**config.mk**
```make
export PLATFORM = sky130hd
export DESIGN_NAME = stream_scan_ctrl
export DESIGN_NICKNAME = d
export VERILOG_FILES = /design/src/rtl/scan_pkg.sv /design/src/rtl/scan_serializer.sv /design/src/rtl/stream_scan_ctrl.sv
export SDC_FILE = /design/constraint.sdc
export NUM_CORES = 1
export LEC_CHECK = 0
export BUFFER_PORTS_ARGS = -buffer_cell sky130_fd_sc_hd__buf_2
export CORE_MARGIN = 2
export CORE_UTILIZATION = 39
export DETAILED_ROUTE_END_ITERATION = 8
export GPL_TIMING_DRIVEN = 0
export PLACE_DENSITY = 0.65
export SLEW_MARGIN = 20
export SYNTH_ARGS = -nofsm -noshare
export SYNTH_HDL_FRONTEND = slang
export SYNTH_SLANG_ARGS = --single-unit
```
**constraint.sdc**
```tcl
create_clock -name clk -period 5.8 [get_ports clk]
set_input_delay 1.16 -clock clk [delete_from_list [all_inputs] [get_ports clk]]
set_output_delay 1.16 -clock clk [all_outputs]
set_load 0.01 [all_outputs]
```
**src/rtl/scan_pkg.sv**
```systemverilog
// Shared definitions for the word-based 10011 scan controller.
package scan_pkg;

    localparam int PATTERN_LEN = 5;

    typedef enum logic [2:0] {
        IDLE  = 3'd0,
        SHIFT = 3'd1,
        DRAIN = 3'd2,
        DONE  = 3'd3,
        CLEAR = 3'd4
    } state_t;

endpackage

```
**src/rtl/scan_serializer.sv**
```systemverilog
// MSB-first word serializer; bit_out is registered and last_bit rises once the final bit is out.
module scan_serializer #(
    parameter int WORD_W = 16
) (
    input  logic              clk,
    input  logic              reset,
    input  logic              load,
    input  logic              shift,
    input  logic [WORD_W-1:0] word,
    output logic              bit_out,
    output logic              last_bit
);

    localparam int BC_W = $clog2(WORD_W);

    logic [WORD_W-1:0] shreg;
    logic [BC_W-1:0]   bit_cnt;

    always_ff @(posedge clk) begin
        if (load) begin
            shreg <= word;
        end else if (shift) begin
            shreg <= {shreg[WORD_W-2:0], 1'b0};
        end
    end

    // Once all bits are out, further shifts emit the zero fill, keeping the stream low.
    always_ff @(posedge clk or posedge reset) begin
        if (reset) begin
            bit_cnt  <= '0;
            bit_out  <= 1'b0;
            last_bit <= 1'b0;
        end else if (load) begin
            bit_cnt  <= BC_W'(WORD_W - 1);
            bit_out  <= 1'b0;
            last_bit <= 1'b0;
        end else if (shift) begin
            bit_out  <= shreg[WORD_W-1];
            last_bit <= (bit_cnt == '0);
            if (bit_cnt != '0) begin
                bit_cnt <= bit_cnt - 1'b1;
            end
        end
    end

endmodule

```
**src/rtl/stream_scan_ctrl.sv**
```systemverilog
// Feeds words bit-serially to a 10011 detector and reports per-word and running hit counts.
module stream_scan_ctrl
    import scan_pkg::*;
#(
    parameter int WORD_W = 16,
    parameter int CNT_W  = 5,
    parameter int TOT_W  = 16
) (
    input  logic              clk,
    input  logic              reset,
    input  logic              in_valid,
    output logic              in_ready,
    input  logic [WORD_W-1:0] in_word,
    output logic              out_valid,
    input  logic              out_ready,
    output logic [CNT_W-1:0]  out_hits,
    output logic [TOT_W-1:0]  total_hits,
    input  logic              clr_total,
    output logic              det_stream,
    output logic              det_reset,
    input  logic              det_hit
);

    localparam int SUM_W = TOT_W + 1;

    state_t state;
    logic   load;
    logic   shift;
    logic   last_bit;

    function automatic logic [CNT_W-1:0] sat_inc(input logic [CNT_W-1:0] v);
        return (&v) ? v : v + 1'b1;
    endfunction

    function automatic logic [TOT_W-1:0] sat_add(input logic [TOT_W-1:0] a,
                                                 input logic [CNT_W-1:0] b);
        logic [SUM_W-1:0] s;
        s = {1'b0, a} + SUM_W'(b);
        return s[TOT_W] ? '1 : s[TOT_W-1:0];
    endfunction

    assign load  = (state == IDLE) && in_valid;
    assign shift = (state == SHIFT);

    scan_serializer #(.WORD_W(WORD_W)) u_ser (
        .clk      (clk),
        .reset    (reset),
        .load     (load),
        .shift    (shift),
        .word     (in_word),
        .bit_out  (det_stream),
        .last_bit (last_bit)
    );

    always_ff @(posedge clk or posedge reset) begin
        if (reset) begin
            state      <= CLEAR;
            in_ready   <= 1'b0;
            out_valid  <= 1'b0;
            out_hits   <= '0;
            total_hits <= '0;
            det_reset  <= 1'b1;
        end else begin
            case (state)
                CLEAR: begin
                    out_hits  <= '0;
                    det_reset <= 1'b0;
                    in_ready  <= 1'b1;
                    state     <= IDLE;
                end
                IDLE: begin
                    if (in_valid) begin
                        in_ready <= 1'b0;
                        state    <= SHIFT;
                    end
                end
                SHIFT: begin
                    if (det_hit) out_hits <= sat_inc(out_hits);
                    if (last_bit) state <= DRAIN;
                end
                // The detector answers one cycle late, so the final bit's hit lands here.
                DRAIN: begin
                    if (det_hit) out_hits <= sat_inc(out_hits);
                    out_valid <= 1'b1;
                    state     <= DONE;
                end
                DONE: begin
                    if (out_ready) begin
                        out_valid  <= 1'b0;
                        total_hits <= sat_add(total_hits, out_hits);
                        det_reset  <= 1'b1;
                        state      <= CLEAR;
                    end
                end
                default: begin
                    det_reset <= 1'b1;
                    state     <= CLEAR;
                end
            endcase
            if (clr_total) total_hits <= '0;
        end
    end

    // Each hit consumes a full pattern, bounding the per-word count.
    always_ff @(posedge clk) begin
        if (!reset && state == DONE) begin
            assert (int'(out_hits) <= WORD_W / PATTERN_LEN);
        end
    end

endmodule

```
==> results.ini <==
[route]
drcViolationCount = 0
ant_nets = 0
wirelength_um = 5410
via_count = 2079
avgRoutedWirePerCell_um = 13.5
vias_per_cell = 5.20
dr.pass1.iters = 4
drt_iter0_drc = 108

[yosys]
async_flop_share_pct = 67.3
synth_edf_count = 16
syn_inst = 269
ys_ff_latch = 49
seq_area_frac_synth_pct = 50.5
ys_types = 48
syn_area_mm2 = 0.00259
synth_nets = 301
ys.warnings.count = 0
postSynthAreaPerCell_um2 = 9.63
synthFlopType = dfrtp_1

[power_and_ir_drop]
p_leak_nw = 1.40
peakVddDrop_mv = 0.234
powerDensity_mw_per_mm2 = 418

[global_route]
gr-usage-all-layers_pct = 15.9
grt_pass1_vias = 1936
grt_overflow = 0
grt_max_degree = 34
antenna_found_initial = 0
grt_pass1_wl_um = 9090

[final_layout]
final_nets = 354
layout_commonest_cell = nand2_1
layout_common_cells = nand2_1 (59), buf_2 (47), dfrtp_1 (31), nor2_1 (23), edfxtp_1 (16)
syn2layout_area_growth_pct = 16.9
diodes = 0
drive_gt1_share_pct = 21.4

[clocking]
cts.repair.resized = 0
cts_hold_buf = 0
numCtsBuffers = 5
clockRootBuffer = clkbuf_8
cts_tree = yes
clock-sinks = 49
h-tree-depth = 2
clock_path_buffers = 2
post_cts_buffers = 0
insertion_delay_ps = 300
clkTransAtPathRegs_ps = 100

[floorplan]
die_width_um = 85.5
start_util_pct = 40.6
design.core.area_mm2 = 0.00639
die-area_mm2 = 0.00731
die_h_um = 85.5
ios = 47
rows = 29

[place]
portBuffers = 46
dp_hpwl_um = 3860
place.gp.congestion = 0.825

[critical_path]
required_ps = 6010
critical_path.top_delay_family = simple AND/OR/NAND/NOR gates
slowest_delay_ps = 750
cp-end-kind = flop
crit_type = in2reg
crit_chain = buf_2 > nand4b_1 > nor4_1 > nor2_1 > a2111oi_4
arrival_ps = 2840
worst-path-buf-inv = 1
crit_slowest_cell = nor4_1
start_kind = primary input
crit_fanout = 9

[run_status]
status = finished, final reports clean

[timing]
rsz0062_at_grt = false
maxSlewHeadroom_pct = 38.1
fmax_mhz = 380
hold_viol = 0
fin_skew_ps = 11.7
fin_hold_ws_ps = 490
final.min_clock_period_ps = 2630
final-setup-viol-count = 0
slew_viol_final = 0
period_share_pct = 45.3
setup-tns-final_ps = 0
tightestPinTransition_ps = 927

[min_path]
min_path_type = reg2reg

[flow_run]
drv_cap = 0

==> tightest hold or removal path: stages (launching register included) <==
cell and delay [ps]:
dfrtp_1 360, nand2_1 50, nand2_1 50
==> cell usage after synthesis, drive strengths merged, types with 2 or more instances <==
library cell / count / area (um^2)
xnor2: 3 / 26.3
and2: 2 / 15.0
nor2: 23 / 86.3
inv: 13 / 48.8
dfstp: 2 / 52.6
xor2: 3 / 26.3
or3: 3 / 18.8
nand3: 12 / 65.1
a211oi: 2 / 15.0
nor4: 6 / 37.5
buf: 2 / 16.3
and3: 3 / 20.0
edfxtp: 16 / 480
o21a: 2 / 15.0
o21ai: 15 / 75.1
a311oi: 3 / 26.3
dfrtp: 31 / 776
a21o: 2 / 15.0
nand2: 59 / 221
clkbuf: 8 / 40.0
ha: 9 / 113
a31oi: 6 / 37.5
o21bai: 3 / 22.5
a21oi: 7 / 38.8
nor3b: 3 / 22.5
nor3: 15 / 75.1
==> flip-flops by register name, indices dropped and copies added (netlist names) <==
signal and count:
out_hits 5, out_valid 1, state 3, u_ser.shreg 16, in_ready 1, total_hits 16
det_reset 1, u_ser.bit_cnt 4, u_ser.last_bit 1, u_ser.bit_out 1
==> layout make-up <==
cell class / instances / area [um^2]
repair buffers: 46 / 230
flip-flops and latches: 49 / 1310
well taps: 77 / 96.3
multi-input cells: 196 / 1140
plain buffers: 11 / 88.8
inverters: 13 / 48.8
clock buffers: 8 / 111
fillers: 627 / 3360
==> kinds of logic (layout without fill, tap and decap cells) <==
logic type | count (synthesis) | after routing | share of synthesized area [%]
adders and majority gates | 10 | 10 | 5.12
xor gates and xnor gates | 6 | 6 | 2.03
buffers and inverters | 24 | 78 | 5.31
DFF | 49 | 49 | 50.5
AOI/OAI and AO/OA | 45 | 45 | 12.1
and+or+nand+nor | 135 | 135 | 24.9
==> final timing paths <==
kind                                          from                    endpoint  slack [ps]  cells after the start
setup reg to reg           out_hits[0]$_DFFE_PP0P_   total_hits[7]$_DFFE_PP0P_        3270                      7
min in group asynchronous                    reset  total_hits[13]$_DFFE_PP0P_         960                      2
hold / removal                in_ready$_DFFE_PP0P_        in_ready$_DFFE_PP0P_         490                      2
setup / recovery                         out_ready  total_hits[13]$_DFFE_PP0P_        3170                      5
hold reg to reg               in_ready$_DFFE_PP0P_        in_ready$_DFFE_PP0P_         490                      2
max in group asynchronous                    reset       out_valid$_DFFE_PP0P_        4360                      2
==> per-layer routing <==
layer	track usage (%)	up-vias	part of all wire, %
met2	25.1	45	47
met3	4.43	4	4.0
met5	0	-	0
li1	-	1048	-
met4	4.91	0	1.2
met1	21.3	982	47
==> stage by stage <==
stage / power, W / cell area (um^2) / instances / setup WS [ps] / util, %
floorplan: 0.000907 / 2590 / 269 / 3320 / -
global placement: 0.00102 / 2920 / 392 / 2830 / 45.7
detailed placement: 0.00104 / 2920 / 392 / 2810 / 45.7
CTS: 0.00128 / 3030 / 400 / 3150 / 47.4
global route: 0.00137 / 3030 / 400 / 2960 / 47.4
finish: 0.00127 / 3030 / 400 / 3170 / 47.4
==> report_power, final <==
part	leakage, nW	internal (W)	switching, W
registers	0.596	0.000516	0.0000658
logic	0.743	0.000171	0.000275
clock network	0.0566	0.000123	0.000116
(Power assumes the default switching activity.)
